`src/rtl/reg_array_mp.sv`:
```
// reg_array_mp: parametrised multi-port register file.
//
// There are two write ports, A and B. Each write is first captured in a staged register. It is
// committed to the bank on the following clock edge. When both staged writes target the same
// entry, port B wins. Read addresses are registered, and read data is combinational from the
// registered address. When BYPASS is set, staged write data is forwarded to any read port whose
// registered address matches it.
//
// Ports:
//   clk          rising-edge clock
//   rst          asynchronous active-high reset (clears bank, staged writes, read addresses)
//   pause        stall: holds the write stage and the read-address registers
//   rd_clk_cls   holds the read-address registers only
//   wren_a/b     write enables (B has priority on address collision)
//   wraddress_a/b, data_a/b   write address / data
//   rdaddress    NRD packed read addresses, port k = [k*AW +: AW]
//   q            NRD packed read data,      port k = [k*DW +: DW]
module reg_array_mp #(
   parameter int unsigned DW       = 32,
   parameter int unsigned AW       = 5,
   parameter int unsigned NRD      = 2,
   parameter bit          ZERO_REG = 1'b1,
   parameter bit          BYPASS   = 1'b1
) (
   input  logic              clk,
   input  logic              rst,
   input  logic              pause,
   input  logic              rd_clk_cls,
   input  logic              wren_a,
   input  logic [AW-1:0]     wraddress_a,
   input  logic [DW-1:0]     data_a,
   input  logic              wren_b,
   input  logic [AW-1:0]     wraddress_b,
   input  logic [DW-1:0]     data_b,
   input  logic [NRD*AW-1:0] rdaddress,
   output logic [NRD*DW-1:0] q
);

   localparam int unsigned Depth = 2 ** AW;

   logic          r_wren_a, r_wren_b;
   logic [AW-1:0] r_wa_a, r_wa_b;
   logic [DW-1:0] r_d_a, r_d_b;
   logic [AW-1:0] r_ra [NRD];
   logic [DW-1:0] bank [Depth];

   logic commit_a, commit_b;

   // Staged write registers; frozen while the pipeline is paused.
   always_ff @(posedge clk or posedge rst) begin
      if (rst) begin
         r_wren_a <= 1'b0;
         r_wren_b <= 1'b0;
         r_wa_a   <= '0;
         r_wa_b   <= '0;
         r_d_a    <= '0;
         r_d_b    <= '0;
      end else if (!pause) begin
         r_wren_a <= wren_a;
         r_wren_b <= wren_b;
         r_wa_a   <= wraddress_a;
         r_wa_b   <= wraddress_b;
         r_d_a    <= data_a;
         r_d_b    <= data_b;
      end
   end

   // Read-address registers.
   always_ff @(posedge clk or posedge rst) begin
      if (rst) begin
         for (int unsigned k = 0; k < NRD; k++) begin
            r_ra[k] <= '0;
         end
      end else if (!pause && !rd_clk_cls) begin
         for (int unsigned k = 0; k < NRD; k++) begin
            r_ra[k] <= rdaddress[k*AW +: AW];
         end
      end
   end

   // Writes to entry 0 are discarded when it is hardwired to zero. Port A also yields to port B
   // when both target the same entry.
   always_comb begin
      commit_b = r_wren_b && !(ZERO_REG && (r_wa_b == '0));
      commit_a = r_wren_a && !(ZERO_REG && (r_wa_a == '0))
                 && !(r_wren_b && (r_wa_b == r_wa_a));
   end

   // Commit happens on every edge, even while paused. Re-committing a held stage is harmless.
   always_ff @(posedge clk or posedge rst) begin
      if (rst) begin
         for (int unsigned i = 0; i < Depth; i++) begin
            bank[i] <= '0;
         end
      end else begin
         if (commit_a) bank[r_wa_a] <= r_d_a;
         if (commit_b) bank[r_wa_b] <= r_d_b;
      end
   end

   // Read mux. Port B is checked before port A so the bypass matches commit priority.
   always_comb begin
      q = '0;
      for (int unsigned k = 0; k < NRD; k++) begin
         if (ZERO_REG && (r_ra[k] == '0)) begin
            q[k*DW +: DW] = '0;
         end else if (BYPASS && r_wren_b && (r_wa_b == r_ra[k])) begin
            q[k*DW +: DW] = r_d_b;
         end else if (BYPASS && r_wren_a && (r_wa_a == r_ra[k])) begin
            q[k*DW +: DW] = r_d_a;
         end else begin
            q[k*DW +: DW] = bank[r_ra[k]];
         end
      end
   end

endmodule

```
`config.mk`:
```
export PLATFORM = sky130hd
export DESIGN_NAME = reg_array_mp
export DESIGN_NICKNAME = d
export VERILOG_FILES = /design/src/rtl/reg_array_mp.sv
export SDC_FILE = /design/constraint.sdc
export NUM_CORES = 2
export LEC_CHECK = 0
export CAP_MARGIN = 20
export CORE_UTILIZATION = 64
export DETAILED_ROUTE_END_ITERATION = 6
export HOLD_SLACK_MARGIN = 0.06
export MAX_ROUTING_LAYER = met4
export PLACE_DENSITY = 0.82
export SYNTH_ARGS = -nofsm -noshare
export SYNTH_HDL_FRONTEND = slang
export SYNTH_SLANG_ARGS = --single-unit
```
`constraint.sdc`:
```
create_clock -name clk -period 40.5 [get_ports clk]
set_input_delay 6.075 -clock clk [delete_from_list [all_inputs] [get_ports clk]]
set_output_delay 6.075 -clock clk [all_outputs]
set_load 0.005 [all_outputs]
```
# Word-level counts from Yosys, hierarchy flattened
# Cells that the tools add are included.
classes:
  order_cmp: 6
  eq_ne: 5
  muxes: 20
  n_bitwise: 4
  reduce_logical: 20
ops:
  columns: ["operator", "count"]
  rows:
  - ["$bwmux 1024", 2]
  - ["$mux 1024", 2]
  - ["$mux 32", 12]
  - ["$bmux 32 s5", 2]
  - ["$demux 32 s5", 2]
  - ["$eq 5x5->1", 5]
  - ["$ge 6x6->1 const B", 4]
  - ["$not 5->6", 4]
  - ["$logic_not 5->1", 4]
  - ["$lt 6x1->1 const B", 2]
  - ["$logic_and 1x1->1", 11]
  - ["$logic_not 1->1", 5]
word_totals:
  register_bits: 1110

# Logic depth before layout (Yosys ltp)
logic_depth:
  depth_word: 9
  depth_mapped: 10
  depth_no_buf: 5

# Least setup slack after synthesis
# Ideal clock, no wire load.
synth_timing:
  path_kind: "reg2out"
  from: "reg r_ra[1] (netlist name)"
  to: "out q[33]"
  arrival_ps: 2171
  required_ps: 34425
  setup_slack_ps: 32254
  stages_incl_launch_ff: 9
  n_path_buf: 3
  path_cell_list: "dfrtp_1 buf_4 buf_2 clkbuf_1 mux4_2 mux2_2 a221oi_1 nor4_1 a221o_1"
synth_between:
  elab_chain_cells: 7
  word_cells_on_any_way: 12
  cone_classes: "eq/ne: 2; mux: 6; bitwise: 1; reduce/logical: 3"
synth_lines:
  columns: ["item", "line_no", "source"]
  rows:
  - ["from (decl)", "44", "logic [AW-1:0] r_ra [NRD];"]
  - ["from (signal, indexed assignment)", "76", "r_ra[k] <= rdaddress[k*AW +: AW];"]
  - ["$not 5->6 (implied by the code)", "112", "q[k*DW +: DW] = bank[r_ra[k]];"]
  - ["$bmux 32 s5", "112", null]
  - ["$mux 32 (implied by the code) (2 in series)", "112", null]
  - ["$mux 32", "109", "end else if (BYPASS && r_wren_a && (r_wa_a == r_ra[k])) begin"]
  - ["$mux 32", "107", "end else if (BYPASS && r_wren_b && (r_wa_b == r_ra[k])) begin"]
  - ["$mux 32 (*)", "105", "if (ZERO_REG && (r_ra[k] == '0)) begin"]
  - ["to (decl)", "36", "output logic [NRD*DW-1:0] q"]
# Mark *: on every way between the ends. The rest lies on a longest branch, timed or not. The select of a mux whose other input is x is not followed.

# Final worst setup path
layout_timing:
  from: "reg r_ra[0] (netlist name)"
  to: "out q[51]"
# Same word-level chain as after synthesis.

==> results.tsv <==
stage	metric	value	unit
placed_design	place_hpwl	144000	µm
logic_synthesis	yosys_most_used_dff	dfrtp_1	
setup_path	rrSetupSlack	36.64	ns
timing	clock_skew	0.0423	ns
cts	clock_latency	0.76	ns
timing	setup_viol	0	
timing	hold_violations	0	
setup_path	cp.required	34.42	ns
detailed_routing	routed_via_density	7.80	
cts	path_clk_slew	0.06	ns
cts	cts_sinks	1110	
global_routing	antenna_found_initial	14	
timing	tightestPinTransition	1.29	ns
placed_design	port_buffers	153	
timing	rsz0062_at_grt	no	
floorplanning	coreArea	106000	µm²
power	leakagePower	34.9	nW
global_routing	grt_max_degree	159	
detailed_routing	ant_nets	0	
detailed_routing	drt_iter0_drc	11232	
detailed_routing	routed_wl	260000	µm
power	power_density	67.6	nW/µm²
setup_path	crit_start	r_ra[0]	
status	violations	DRC	
setup_path	cp_max_fo	106	
worst_hold_path	worstHoldStart	bank[1023]	
status	outcome	finished, violations left	
timing	min_period	12.46	ns
layout	nets	6163	
cts	cts_buffer_depth	3	
floorplanning	io_pins	154	
setup_path	crit_type	flip-flop to primary output	
setup_path	slowest_stage	buf_4	
layout	fillCellCount	7179	
layout	utilization	70.4	%
logic_synthesis	synthCells	6438	
timing	tns	0	ns
worst_hold_path	min_path_type	flip-flop to flip-flop	
setup_path	cp_slowest_stage_delay	0.84	ns
timing	fin_crit_sh	30.8	%
timing	relSlewSlack	14.0	%
logic_synthesis	synth_cell_type_count	52	
logic_synthesis	synth-seq-cells	1110	
cts	cts_root_buf	clkbuf_16	
cts	cts_setup_buffers	0	
worst_hold_path	min_path_cells	0	
layout	drive_gt1_share	17.5	%
setup_path	timing.rr.start	r_wren_b	
global_routing	overflow	0	
cts	cts_resized	0	
logic_synthesis	netlist_top_cells_area	dfrtp_1 (41%), mux2i_1 (16%), mux4_2 (13%)	
cts	numCtsBuffers	117	
cts	cts_tree	yes	
cts	hold_buffers	0	
floorplanning	floorplan.initialDensity	64.8	%
logic_synthesis	synth_area_leader_cell	dfrtp_1	
detailed_routing	vias	59190	
setup_path	crit_path_end_kind	primary output	
placed_design	gp_congestion	0.986	
logic_synthesis	ys_seq_area_share	40.6	%
floorplanning	die_w	329	µm
job	drv_cap	0	
floorplanning	die_y	329	µm
setup_path	cpMostUsedCell	buf_12	
global_routing	grt_pass1_wl	377000	µm
detailed_routing	drc	92	
placed_design	dpl_cell_area	69900	µm²
timing	drv_slew	0	
power	vdd_drop_max	0.0464	mV
setup_path	cp_cell_sequence	buf_12 -> buf_12 -> buf_4 -> mux4_2 -> a22o_1 -> a211oi_1 -> nor4_1 -> a221o_1 -> clkdlybuf4s50_1	
layout	seq_area	27800	µm²
logic_synthesis	synth_edf_count	0	
floorplanning	row_count	119	
setup_path	reg2regPathDepth	5	
logic_synthesis	netlist_area	68400	µm²
timing	timing.fmax	80.3	MHz
global_routing	grt_pass1_vias	57719	
logic_synthesis	syn-num-nets	6528	
floorplanning	die_area	108000	µm²
layout	multi_input_area	37300	µm²
logic_synthesis	yosysTopAreaCellShare	40.6	%
setup_path	cp-start-kind	flip-flop	
detailed_routing	wl_per_cell	34.2	µm
logic_synthesis	ys_async_sr_fraction	100	%
global_routing	track_usage	49.3	%
setup_path	cp_data_arrival_time	6.39	ns
logic_synthesis	yosysWarnings	0	
detailed_routing	drtPass1Iterations	7	
logic_synthesis	syn-mean-instance-area	10.6	µm²
cts	cts_max_level	3	
layout	syn2layout_area_growth	8.72	%
layout	final_area	74300	µm²
-- sequential cells by signal (all words and copies together) (netlist names) --
register	cells
r_wren_a	1
r_d_b	32
r_ra	10
r_d_a	32
r_wren_b	1
bank	1024
r_wa_a	5
r_wa_b	5
-- final timing paths --
check,endpoint
max in group asynchronous,bank[1013]
max reg2reg,bank[359]
min in group asynchronous,r_d_a[7]
min reg2reg,bank[1023]
min,bank[1023]
max,q[51]
-- logic make-up after synthesis --
kind of cell              share of synthesized area [%]
xor gates and xnor gates                          0.320
AOI/OAI and AO/OA                                  13.3
and+or+nand+nor                                    8.13
buffers and inverters                              5.61
DFF                                                40.6
muxes                                              32.0
-- layer usage --
layer	GRT usage (%)	wire, µm	vias to the layer above
li1	-	-	22986
met2	64.6	103000	5886
met1	57.6	83500	28346
met4	36.1	25900	0
met5	-	0	-
met3	25.0	46900	1972
-- cells in the mapped netlist, drive strengths merged, types with 4 or more instances --
| cell | count |
|---|---|
| xnor2 | 17 |
| and3 | 13 |
| inv | 6 |
| and3b | 4 |
| a22o | 61 |
| mux4 | 390 |
| a21oi | 643 |
| mux2i | 1111 |
| o21ai | 290 |
| mux2 | 175 |
| nor2 | 624 |
| nand3b | 5 |
| o221ai | 93 |
| a211oi | 63 |
| a31oi | 28 |
| dfrtp | 1110 |
| and2 | 12 |
| xor2 | 8 |
| nor3b | 8 |
| nor2b | 16 |
| a221o | 76 |
| buf | 271 |
| nand3 | 109 |
| o211ai | 71 |
| nand2 | 475 |
| nor4 | 61 |
| clkbuf | 575 |
| o211a | 37 |
| a221oi | 59 |
-- through the flow --
step / setup WS [ns] / std cells / total power, mW / hold slack, ns
after global routing: 27.89 / 7578 / 5.22 / 0.408
after global placement: 28.96 / 7320 / 3.69 / 0.376
after CTS: 28.17 / 7539 / 4.93 / 0.396
after floorplan: 3.17 / 6438 / 3.28 / 0.441
after detailed placement: 28.95 / 7324 / 3.82 / 0.383
final: 28.04 / 7589 / 5.02 / 0.394
-- critical path, delay by kind of cell, from the launching register on --
kind / cells / cell delay, ns
and+or+nand+nor: 1 / 0.10
muxes: 1 / 0.61
DFF: 1 / 0.82
AOI/OAI and AO/OA: 3 / 1.17
buffers and inverters: 4 / 2.74
-- layout by cell type (no fill, tap or decap), types with 7 or more instances in the layout --
cell type        netlist  final
a211oi_1              63     63
a21oi_1              643    642
a221o_1               76     76
a221oi_1              46     46
a221oi_2              13     13
a22o_1                61     61
a31oi_1               28     28
and2_1                12      7
and3_1                13     11
buf_12                 0      9
buf_16                 0     14
buf_4                110    180
bufinv_16              0      8
clkbuf_1             575     17
clkbuf_16              0    118
clkbuf_8               0     29
clkdlybuf4s50_1        0    152
clkinv_2               0     27
clkinvlp_4             0     10
dfrtp_1             1110   1101
diode_2                0     29
mux2_2               175    175
mux2i_1             1111   1111
mux4_2               390    390
nand2_1              475    458
nand2_2                0     13
nand3_1              109    104
nor2_1               623    614
nor2_4                 0      8
nor2b_1               16     12
nor4_1                61     61
o211a_1               37     33
o211ai_1              50     50
o211ai_4               0     21
o21ai_0              278    278
o21ai_1               11     11
o221ai_1              93     93
xnor2_1               17     17
xor2_1                 8      8
-- report_power, final --
| part | switching, mW | internal [mW] |
|---|---|---|
| clock network | 0.484 | 0.636 |
| registers | 0.454 | 1.62 |
| logic | 0.854 | 0.974 |
| total | 1.79 | 3.23 |
-- cell type report --
| type | instances | area share (%) |
|---|---|---|
| multi-input cells | 4475 | 50.1 |
| flip-flops and latches | 1110 | 37.4 |
| repair buffers | 362 | 4.71 |
| clock buffers | 164 | 4.59 |
| well taps | 1391 | 2.34 |
| clock inverters | 51 | 0.687 |
| diodes | 29 | 0.0976 |
| inverters | 7 | 0.0454 |
Note: power is estimated with default switching activity, not from simulation.
